==> src/rtl/udp_tx_scheduler_pkg.sv <==
// Shared definitions for the UDP transmit scheduler: FSM state encoding,
// payload length limit and the MII/UDP framing constants used by the tx engine.
package udp_tx_scheduler_pkg;

    typedef enum logic [2:0] {
        ST_PHY_RST   = 3'd0,
        ST_PHY_WAIT  = 3'd1,
        ST_IDLE      = 3'd2,
        ST_START     = 3'd3,
        ST_WAIT_DONE = 3'd4,
        ST_GAP       = 3'd5
    } sched_state_t;

    // Largest UDP payload that fits a 1500-byte MTU (1500 - 20 IP - 8 UDP).
    localparam int UDP_MAX_LEN = 1472;

    // Framing constants shared with the UDP/MII tx engine.
    localparam int          MII_PREAMBLE_BYTES = 8;
    localparam int          ETH_HDR_BYTES      = 14;
    localparam int          IPV4_HDR_BYTES     = 20;
    localparam int          UDP_HDR_BYTES      = 8;
    localparam int          ETH_FCS_BYTES      = 4;
    localparam logic [15:0] ETH_TYPE_IPV4      = 16'h0800;
    localparam logic [7:0]  IP_PROTO_UDP       = 8'd17;

    // Largest of four values, used to size the shared cycle counter.
    function automatic int max4(input int a, input int b, input int c, input int d);
        int m;
        m = a;
        if (b > m) m = b;
        if (c > m) m = c;
        if (d > m) m = d;
        return m;
    endfunction

endpackage

==> src/rtl/udp_tx_scheduler_rr_arbiter.sv <==
// Combinational round-robin arbiter: picks the first eligible requester
// strictly after the pointer, wrapping around, as a one-hot winner.
module udp_tx_scheduler_rr_arbiter #(
    parameter int NUM_REQ = 4
) (
    input  logic [NUM_REQ-1:0]         i_eligible,
    input  logic [$clog2(NUM_REQ)-1:0] i_ptr,
    output logic [NUM_REQ-1:0]         o_winner,
    output logic                       o_any
);

    localparam int PTR_W = $clog2(NUM_REQ);

    int               w_sum;
    logic [PTR_W-1:0] w_idx;

    // Scan from pointer+1 upward with wrap; the first eligible index wins.
    always_comb begin
        o_winner = '0;
        o_any    = 1'b0;
        w_sum    = 0;
        w_idx    = '0;
        for (int k = 1; k <= NUM_REQ; k++) begin
            w_sum = int'(i_ptr) + k;
            if (w_sum >= NUM_REQ) begin
                w_sum = w_sum - NUM_REQ;
            end
            w_idx = PTR_W'(w_sum);
            if (!o_any && i_eligible[w_idx]) begin
                o_winner[w_idx] = 1'b1;
                o_any           = 1'b1;
            end
        end
    end

endmodule

==> src/rtl/udp_tx_scheduler.sv <==
// UDP transmit scheduler: sequences the PHY reset, then shares the single
// UDP frame engine among NUM_REQ requesters with round-robin grants,
// inter-frame gap enforcement and a per-frame timeout.
module udp_tx_scheduler
    import udp_tx_scheduler_pkg::*;
#(
    parameter int NUM_REQ        = 4,
    parameter int LEN_W          = 11,
    parameter int MAX_LEN        = UDP_MAX_LEN,
    parameter int PHY_RST_CYCLES = 10000,
    parameter int PHY_SETTLE_CYC = 5000,
    parameter int IFG_CYCLES     = 48,
    parameter int TIMEOUT_CYCLES = 200000
) (
    input  logic                     i_clk,
    input  logic                     i_rst,
    input  logic [NUM_REQ-1:0]       i_req,
    input  logic [NUM_REQ*LEN_W-1:0] i_req_len,
    output logic [NUM_REQ-1:0]       o_grant,
    output logic                     o_tx_start,
    output logic [LEN_W-1:0]         o_tx_len,
    input  logic                     i_tx_done,
    output logic [NUM_REQ-1:0]       o_done_pulse,
    output logic                     o_err_timeout,
    output logic                     o_phy_rst_n,
    output logic                     o_ready
);

    localparam int PTR_W   = $clog2(NUM_REQ);
    localparam int CNT_MAX = max4(PHY_RST_CYCLES, PHY_SETTLE_CYC, IFG_CYCLES, TIMEOUT_CYCLES);
    localparam int CNT_W   = $clog2(CNT_MAX + 1);

    localparam logic [CNT_W-1:0] CNT_SAT      = CNT_W'(CNT_MAX);
    localparam logic [CNT_W-1:0] PHY_RST_LAST = CNT_W'(PHY_RST_CYCLES - 1);
    localparam logic [CNT_W-1:0] SETTLE_LAST  = CNT_W'(PHY_SETTLE_CYC - 1);
    localparam logic [CNT_W-1:0] IFG_LAST     = CNT_W'(IFG_CYCLES - 1);
    localparam logic [CNT_W-1:0] TIMEOUT_LAST = CNT_W'(TIMEOUT_CYCLES - 1);
    localparam logic [LEN_W-1:0] MAX_LEN_V    = LEN_W'(MAX_LEN);

    sched_state_t       r_state;
    sched_state_t       w_state_next;
    logic [CNT_W-1:0]   r_cnt;
    logic [PTR_W-1:0]   r_ptr;

    logic [NUM_REQ-1:0] r_grant;
    logic               r_tx_start;
    logic [LEN_W-1:0]   r_tx_len;
    logic [NUM_REQ-1:0] r_done_pulse;
    logic               r_err_timeout;
    logic               r_phy_rst_n;
    logic               r_ready;

    logic [NUM_REQ-1:0] w_eligible;
    logic [NUM_REQ-1:0] w_winner;
    logic               w_any;
    logic [PTR_W-1:0]   w_win_idx;
    logic [LEN_W-1:0]   w_win_len;
    logic               w_cnt_last;
    logic               w_cnt_clear;
    logic               w_done_hit;
    logic               w_timeout_hit;

    // A request only competes when its length is a legal UDP payload size.
    always_comb begin
        w_eligible = '0;
        for (int i = 0; i < NUM_REQ; i++) begin
            w_eligible[i] = i_req[i]
                         && (i_req_len[i*LEN_W +: LEN_W] != '0)
                         && (i_req_len[i*LEN_W +: LEN_W] <= MAX_LEN_V);
        end
    end

    udp_tx_scheduler_rr_arbiter #(
        .NUM_REQ (NUM_REQ)
    ) u_arbiter (
        .i_eligible (w_eligible),
        .i_ptr      (r_ptr),
        .o_winner   (w_winner),
        .o_any      (w_any)
    );

    // Convert the one-hot winner into its index and pick out its length.
    always_comb begin
        w_win_idx = '0;
        w_win_len = '0;
        for (int i = 0; i < NUM_REQ; i++) begin
            if (w_winner[i]) begin
                w_win_idx = PTR_W'(i);
                w_win_len = i_req_len[i*LEN_W +: LEN_W];
            end
        end
    end

    // Terminal count of the shared counter depends on which phase is timing.
    always_comb begin
        w_cnt_last = 1'b0;
        case (r_state)
            ST_PHY_RST:   w_cnt_last = (r_cnt == PHY_RST_LAST);
            ST_PHY_WAIT:  w_cnt_last = (r_cnt == SETTLE_LAST);
            ST_WAIT_DONE: w_cnt_last = (r_cnt == TIMEOUT_LAST);
            ST_GAP:       w_cnt_last = (r_cnt == IFG_LAST);
            default:      w_cnt_last = 1'b0;
        endcase
    end

    assign w_done_hit    = (r_state == ST_WAIT_DONE) && i_tx_done;
    assign w_timeout_hit = (r_state == ST_WAIT_DONE) && !i_tx_done && w_cnt_last;

    // The timeout is measured from tx_start, so START->WAIT_DONE keeps counting.
    assign w_cnt_clear = (w_state_next != r_state) && (r_state != ST_START);

    // FSM state register.
    always_ff @(posedge i_clk) begin
        if (i_rst) begin
            r_state <= ST_PHY_RST;
        end else begin
            r_state <= w_state_next;
        end
    end

    // FSM next-state logic.
    always_comb begin
        w_state_next = r_state;
        case (r_state)
            ST_PHY_RST:   if (w_cnt_last) w_state_next = ST_PHY_WAIT;
            ST_PHY_WAIT:  if (w_cnt_last) w_state_next = ST_IDLE;
            ST_IDLE:      if (w_any) w_state_next = ST_START;
            ST_START:     w_state_next = ST_WAIT_DONE;
            ST_WAIT_DONE: if (w_done_hit || w_timeout_hit) w_state_next = ST_GAP;
            ST_GAP:       if (w_cnt_last) w_state_next = ST_IDLE;
            default:      w_state_next = ST_PHY_RST;
        endcase
    end

    // Shared saturating cycle counter, restarted on each phase change.
    always_ff @(posedge i_clk) begin
        if (i_rst) begin
            r_cnt <= '0;
        end else if (w_cnt_clear) begin
            r_cnt <= '0;
        end else if (r_cnt != CNT_SAT) begin
            r_cnt <= r_cnt + CNT_W'(1);
        end
    end

    // Output registers, round-robin pointer and single-cycle pulses.
    always_ff @(posedge i_clk) begin
        if (i_rst) begin
            r_grant       <= '0;
            r_tx_start    <= 1'b0;
            r_tx_len      <= '0;
            r_done_pulse  <= '0;
            r_err_timeout <= 1'b0;
            r_phy_rst_n   <= 1'b0;
            r_ready       <= 1'b0;
            r_ptr         <= PTR_W'(NUM_REQ - 1);
        end else begin
            r_tx_start    <= 1'b0;
            r_done_pulse  <= '0;
            r_err_timeout <= 1'b0;
            r_phy_rst_n   <= (w_state_next != ST_PHY_RST);
            if (w_state_next == ST_IDLE) begin
                r_ready <= 1'b1;
            end
            if ((r_state == ST_IDLE) && w_any) begin
                r_grant    <= w_winner;
                r_tx_len   <= w_win_len;
                r_tx_start <= 1'b1;
                r_ptr      <= w_win_idx;
            end
            if (w_done_hit) begin
                r_done_pulse <= r_grant;
                r_grant      <= '0;
                r_tx_len     <= '0;
            end
            if (w_timeout_hit) begin
                r_err_timeout <= 1'b1;
                r_grant       <= '0;
                r_tx_len      <= '0;
            end
        end
    end

    assign o_grant       = r_grant;
    assign o_tx_start    = r_tx_start;
    assign o_tx_len      = r_tx_len;
    assign o_done_pulse  = r_done_pulse;
    assign o_err_timeout = r_err_timeout;
    assign o_phy_rst_n   = r_phy_rst_n;
    assign o_ready       = r_ready;

endmodule
==> config.mk <==
export PLATFORM = sky130hd
export DESIGN_NAME = udp_tx_scheduler
export DESIGN_NICKNAME = d
export VERILOG_FILES = /design/src/rtl/udp_tx_scheduler_pkg.sv /design/src/rtl/udp_tx_scheduler_rr_arbiter.sv /design/src/rtl/udp_tx_scheduler.sv
export SDC_FILE = /design/constraint.sdc
export NUM_CORES = 1
export LEC_CHECK = 0
export ABC_AREA = 1
export BUFFER_PORTS_ARGS = -buffer_cell sky130_fd_sc_hd__buf_2
export CORE_MARGIN = 4
export CORE_UTILIZATION = 40
export CTS_CLUSTER_DIAMETER = 40
export DETAILED_ROUTE_END_ITERATION = 10
export GPL_TIMING_DRIVEN = 0
export PLACE_DENSITY = 0.74
export SETUP_SLACK_MARGIN = 0.02
export SLEW_MARGIN = 20
export SYNTH_ARGS = -nofsm -noshare
export SYNTH_HDL_FRONTEND = slang
export SYNTH_SLANG_ARGS = --single-unit
==> constraint.sdc <==
create_clock -name i_clk -period 2.3 [get_ports i_clk]
set_input_delay 0.115 -clock i_clk [delete_from_list [all_inputs] [get_ports i_clk]]
set_output_delay 0.115 -clock i_clk [all_outputs]
set_load 0.05 [all_outputs]
### Word-level counts from Yosys, hierarchy flattened

Index checks and enable logic that the tools add are counted.

* add/sub/neg operators: 9
* multipliers: 0
* divide/modulo/power cells: 0
* order comparisons: 16
* equal/unequal tests: 13
* shift-type cells: 0
* multiplexer cells: 43
* bitwise gates (word level): 4
* reduce and logical (&&, ||, !) cells: 35

Operator list (count)
* 11-bit less-or-equal comparator (second input constant): 4
* 11-bit two-way mux: 4
* 11-bit nonzero test: 4
* 1-bit logical AND: 20
* 18-bit by 1-bit adder with 18-bit output (second input constant): 1
* 18-bit by 13-bit equality test with 1-bit output (second input constant): 1
* 18-bit by 14-bit equality test with 1-bit output (second input constant): 1
* 18-bit equality test (second input constant): 1
* 18-bit by 6-bit equality test with 1-bit output (second input constant): 1
* 18-bit != test (second input constant): 1
* 4-bit two-way mux: 4
* 1-bit two-way mux: 15
* 3-bit case mux with 5 select lines: 1
* 2-bit by 3-bit less-than comparator with 1-bit output (second input constant): 4
* 2-bit two-way mux: 6
* 3-bit two-way mux: 4
* 4-bit OR: 3
* 3-bit by 2-bit equality test with 1-bit output (second input constant): 3
* 3-bit greater-or-equal comparator (second input constant): 3
* 1-bit binary-select mux with 2-bit select: 4
* 1-bit demux with 2-bit select: 4
* 2-bit by 1-bit greater-or-equal comparator with 1-bit output (second input constant): 4
* 2-bit by 1-bit subtractor with 2-bit output (second input constant): 4
* 2-bit by 2-bit adder with 3-bit output (second input constant): 2
* 15 further kinds: 21

* bits in registers: 46
* bits in latches: 0
* memory bits (writable): 0
* bits in read-only memories: 0
* input port bits: 51
* logic and storage cells: 130
* memories kept: 0

### Longest topological paths before layout

* depth in word-level cells: 20
* mapped depth: 20

### Modules after synthesis

From an unflattened synthesis, not the netlist that was laid out.

* cells, all modules: 504
* area total of the unflattened synthesis: 3265.6 um^2

By module, submodules not included
* udp_tx_scheduler: times used 1, cells each 424, area an instance 2813.9 um^2
* udp_tx_scheduler_rr_arbiter: times used 1, cells each 80, area an instance 451.7 um^2

### Worst setup path before layout

Ideal clock, no wire load.

* path type: reg2reg
* start point: reg r_ptr[0]
* end point: reg r_cnt[16]
* library setup time: 61 ps
* arrival: 2203 ps
* required time: 2239 ps
* slack: 35 ps
* stages on the path, launching flop included: 17
* buffers on the path: 1
* cell sequence: dfxtp_1 inv_1 ha_1 inv_1 nand3_2 nand2_4 nand2_2 nor2_4 nand2_2 nand2_2 nand2_1 o21ai_1 nand2_1 nand2_2 nand2_4 buf_12 nor2_4

* cells in the longest elaborated chain, start to end: 20

RTL lines
* from (decl): RTL line udp_tx_scheduler.sv:43 `logic [PTR_W-1:0] r_ptr;`
* from (signal assigned): RTL line udp_tx_scheduler.sv:156 `r_ptr <= PTR_W'(NUM_REQ - 1);`
* from (signal assigned): RTL line udp_tx_scheduler.sv:169 `r_ptr <= w_win_idx;`
* 2-bit by 1-bit adder with 3-bit output: RTL line udp_tx_scheduler_rr_arbiter.sv:24 `w_sum = int'(i_ptr) + k;`
* 3-bit greater-or-equal comparator or 2-bit by 1-bit subtractor with 2-bit output (tied branches): RTL line udp_tx_scheduler_rr_arbiter.sv:25, udp_tx_scheduler_rr_arbiter.sv:26
* 2-bit two-way mux: RTL line udp_tx_scheduler_rr_arbiter.sv:25 `if (w_sum >= NUM_REQ) begin`
* 1-bit binary-select mux with 2-bit select: RTL line udp_tx_scheduler_rr_arbiter.sv:29 `if (!o_any && i_eligible[w_idx]) begin`
* 1-bit two-way mux (not written as such): RTL line udp_tx_scheduler_rr_arbiter.sv:29
* 1-bit two-way mux: RTL line udp_tx_scheduler_rr_arbiter.sv:29
* 1-bit logical NOT: RTL line udp_tx_scheduler_rr_arbiter.sv:29
* 1-bit logical AND: RTL line udp_tx_scheduler_rr_arbiter.sv:29
* [... 4 more ...]
* 1-bit logical NOT: RTL line udp_tx_scheduler_rr_arbiter.sv:29
* 1-bit logical AND: RTL line udp_tx_scheduler_rr_arbiter.sv:29
* 1-bit two-way mux (*): RTL line udp_tx_scheduler_rr_arbiter.sv:29
* 3-bit two-way mux (*): RTL line udp_tx_scheduler.sv:127 `ST_IDLE: if (w_any) w_state_next = ST_START;`
* 3-bit case mux with 5 select lines (*): RTL line udp_tx_scheduler.sv:124 `case (r_state)`
* 3-bit != test (*): RTL line udp_tx_scheduler.sv:110 `assign w_cnt_clear = (w_state_next != r_state) && (r_state != ST_START);`
* 1-bit logical AND (*): RTL line udp_tx_scheduler.sv:110
* 2-bit OR reduction (no line) (*)
* to (signal assigned): RTL line udp_tx_scheduler.sv:142 `r_cnt <= r_cnt + CNT_W'(1);`
* to (decl): RTL line udp_tx_scheduler.sv:42 `logic [CNT_W-1:0] r_cnt;`

Every way passes the cells marked *; elsewhere a longest branch is shown, timed or not. The select of a mux whose other input is x is not followed.
A chain may end at the register's enable or synchronous reset.

### Worst setup path in the final report

* start point: reg r_state[2]
* end point: reg r_cnt[16]

* cells in the longest elaborated chain, start to end: 9

RTL lines
* from (decl): RTL line udp_tx_scheduler.sv:40 `sched_state_t r_state;`
* from (signal assigned): RTL line udp_tx_scheduler.sv:117 `r_state <= w_state_next;`
* 3-bit equality test, or another cell as far along: RTL line udp_tx_scheduler.sv:97, udp_tx_scheduler.sv:124
* 1-bit case mux with 4 select lines or 1-bit logical AND (tied branches): RTL line udp_tx_scheduler.sv:97, udp_tx_scheduler.sv:107
* 1-bit logical AND: RTL line udp_tx_scheduler.sv:107 `assign w_timeout_hit = (r_state == ST_WAIT_DONE) && !i_tx_done && w_cnt_last;`
* 1-bit logical OR: RTL line udp_tx_scheduler.sv:129 `ST_WAIT_DONE: if (w_done_hit || w_timeout_hit) w_state_next = ST_GAP;`
* 3-bit two-way mux: RTL line udp_tx_scheduler.sv:129
* 3-bit case mux with 5 select lines: RTL line udp_tx_scheduler.sv:124
* 3-bit != test: RTL line udp_tx_scheduler.sv:110
* 1-bit logical AND (*): RTL line udp_tx_scheduler.sv:110
* 2-bit OR reduction (no line) (*)

Every way passes the cells marked *; elsewhere a longest branch is shown, timed or not.

==> results.toml <==
[worst_setup_path]
worstPathRequired_ns = 2.55
cp_data_arrival_time_ns = 2.54
critPathLaunchType = "flip-flop"
worst-path-max-fanout = 6
endpoint_kind = "flip-flop"
crit_type = "flip-flop to flip-flop"

[synthesis]
synth_area_sq_mm = 0.00337
yosys_most_used_dff = "dfxtp_1"
synth_cells = 526
ys_ff_latch = 46
ys_seq_area_share_pct = 27.3
yosysWarnings = 0
synthArstFlopShare_pct = 0
syn_nets = 584
syn_area_per_cell_sq_um = 6.41
yosysUniqueCellTypes = 41
synth_edf_count = 0

[grt]
antenna_found_initial = 0
grt_pass1_wl_um = 14700
grt_max_degree = 15
grt-ovfl-total = 0
grt_pass1_vias = 3245
grtUsageTotal_pct = 17.9

[power_and_ir_drop]
power_density_mw_per_mm2 = 438
irDropWorstVdd_uv = 331
leakage_nw = 2.02

[timing]
relSlewSlack_pct = 67.5
finalHoldViolCount = 0
fin_skew_ns = 0.0115
rsz0062_at_grt = "true"
worst_pin_slew_ns = 0.483
slew_violations = 0
layout_setup_ws_ns = 0.00565
fmax_mhz = 436
period_needed_ns = 2.29
finalSetupViolCount = 0
post-route-period-util_pct = 99.8

[cells_and_area]
antenna_cells = 0
stdcell_count = 745
drive_gt1_share_pct = 33.8
design_area_sq_mm = 0.00463
nets = 697
fillers = 744
layout_common_cells = "110 x nand2_1, 75 x buf_2, 61 x nor2_1, 60 x inv_1, 56 x nand3_1"
area.growth.synth_to_final_pct = 37.4
layout_commonest_cell = "nand2_1"

[routing]
met2_length_um = 4900
viasPerCell = 5.20
final_antenna_net_count = 0
vias = 3876
dr.pass1.iters = 5
highest_layer = "met4"
wl_met1_um = 4170
drc = 0
wl_met3_um = 801
drt_iter0_markers = 253
routed_wl_um = 10100
drt-wirelength-per-cell_um = 13.5

[placement]
dpl-instance-area_sq_mm = 0.00387
routabilityCongestion = 0.917
io_buffers = 73
placed_cells = 704
pre_cts_slack_ns = -0.458
place_hpwl_um = 7110

[clock_tree]
h-tree-depth = 2
clock_tree.root_cell = "clkbuf_8"
cts_buffers = 5
cts.sinks = 46
ctsHoldBuffers = 0
clk_latency_ns = 0.30
cts.clk_slew.worst_paths_ns = 0.09
cts_tree = "done"
cts_buffer_depth = 2

[floorplan]
rows = 33
die_h_um = 99.8
num_io_pins = 74
dieArea_sq_mm = 0.00996
floorplan.initialDensity_pct = 41.0
design.core.area_sq_mm = 0.00822
fp.dieW_um = 99.8

[worst_hold_path]
hold_path.class = "input port to flip-flop"

[status]
run_status = "completed"

[run]
max_cap_violations = 0
==> critical path, stage by stage (launching register included) <==
cell and delay (ns):
dfxtp_4 0.38, inv_4 0.04, nor2_4 0.21, nand3_2 0.09
o21ai_1 0.12, nand2_1 0.08, nor2_2 0.09, nand2_2 0.07
inv_2 0.07, nand4_4 0.08, nand2_2 0.11, nand2_2 0.06
nor2_4 0.12, nand2_4 0.05, o21ai_2 0.13, nand2_2 0.07
nand2_4 0.10, nand2_8 0.08, clkbuf_16 0.19, nor2_4 0.07
==> timing repair <==
item,in CTS,in global routing
setup buffers,3,26
pin swaps,1,31
gates resized for setup,12,87
cloned,0,4
endpoints found under the setup margin,38,36
==> power breakdown <==
part	switching [mW]	total (mW)	internal (mW)
clock network	0.282	0.745	0.464
logic	0.277	0.468	0.191
registers	0.0108	0.817	0.806
total	0.569	2.03	1.46
==> final timing paths <==
path                   start  slack, ns  cells past startpoint               to
hold / removal         i_rst       0.07                      2       r_state[0]
hold reg to reg   o_grant[1]       0.46                      2  o_done_pulse[1]
setup reg to reg  r_state[2]      0.006                     19        r_cnt[16]
setup / recovery  r_state[2]      0.006                     19        r_cnt[16]
==> cell type report <==
type	instances	area [sq um]	area share, %
Inverter	70	282	6.08
Clock inverter	2	60.1	1.30
Sequential cell	46	935	20.2
Tap cell	105	131	2.84
Clock buffer	6	82.6	1.78
Timing Repair Buffer	105	632	13.6
Multi-Input combinational cell	400	2380	51.4
Buffer	11	130	2.81
==> per-stage QoR <==
| stage | utilization, % | hold WS, ns | power [mW] | TNS (ns) |
|---|---|---|---|---|
| finish | 56.4 | 0.0748 | 2.03 | 0 |
| global route | 56.4 | 0.0635 | 2.13 | -2.28 |
| CTS | 49.6 | 0.0552 | 1.93 | 0 |
| detailed placement | 47.1 | 0.377 | 1.18 | -12.33 |
| global placement | 47.1 | 0.370 | 1.17 | -10.59 |
| floorplan | - | 0.187 | 1.07 | 0 |
==> per-layer routing <==
layer	GRT usage [%]	vias to the layer above
met5	0	-
met1	23.3	1768
met2	28.9	169
li1	-	1917
met3	4.52	22
met4	5.88	0
==> registers in the layout, summed over array words and instances, names as in the netlist <==
name           cells
r_cnt             18
o_tx_len          11
o_done_pulse       4
o_grant            4
r_state            3
r_ptr              2
o_err_timeout      1
o_phy_rst_n        1
o_ready            1
o_tx_start         1
==> cells by family after synthesis <==
kind of cell / Yosys count / share of synthesized area (%)
AOI/OAI and AO/OA: 59 / 9.50
xor gates and xnor gates: 18 / 4.68
adders and majority gates: 7 / 2.60
buffers and inverters: 81 / 10.7
DFF: 46 / 27.3
and+or+nand+nor: 315 / 45.2
==> cell usage after synthesis (2+ instances only) <==
| master | n | area share (%) |
|---|---|---|
| nand2_1 | 126 | 14 |
| nor2_1 | 72 | 8.0 |
| inv_1 | 67 | 7.5 |
| nand3_1 | 63 | 9.4 |
| dfxtp_1 | 46 | 27 |
| a21oi_1 | 40 | 5.9 |
| nor2_4 | 14 | 4.7 |
| xor2_1 | 14 | 3.6 |
| nor3_1 | 8 | 1.2 |
| ha_1 | 7 | 2.6 |
| nand4_1 | 7 | 1.3 |
| o21ai_0 | 6 | 0.89 |
| o21ai_1 | 5 | 0.74 |
| nand2_2 | 4 | 0.74 |
| nand2_4 | 4 | 1.3 |
| xnor2_1 | 4 | 1.0 |
| buf_2 | 3 | 0.45 |
| buf_4 | 3 | 0.67 |
| buf_6 | 3 | 1.0 |
| nand3_2 | 3 | 0.89 |
| nor2_2 | 3 | 0.56 |
| a21boi_0 | 2 | 0.45 |
| inv_2 | 2 | 0.22 |
| nor4_1 | 2 | 0.37 |
| or2_0 | 2 | 0.37 |
(Power assumes the default switching activity.)
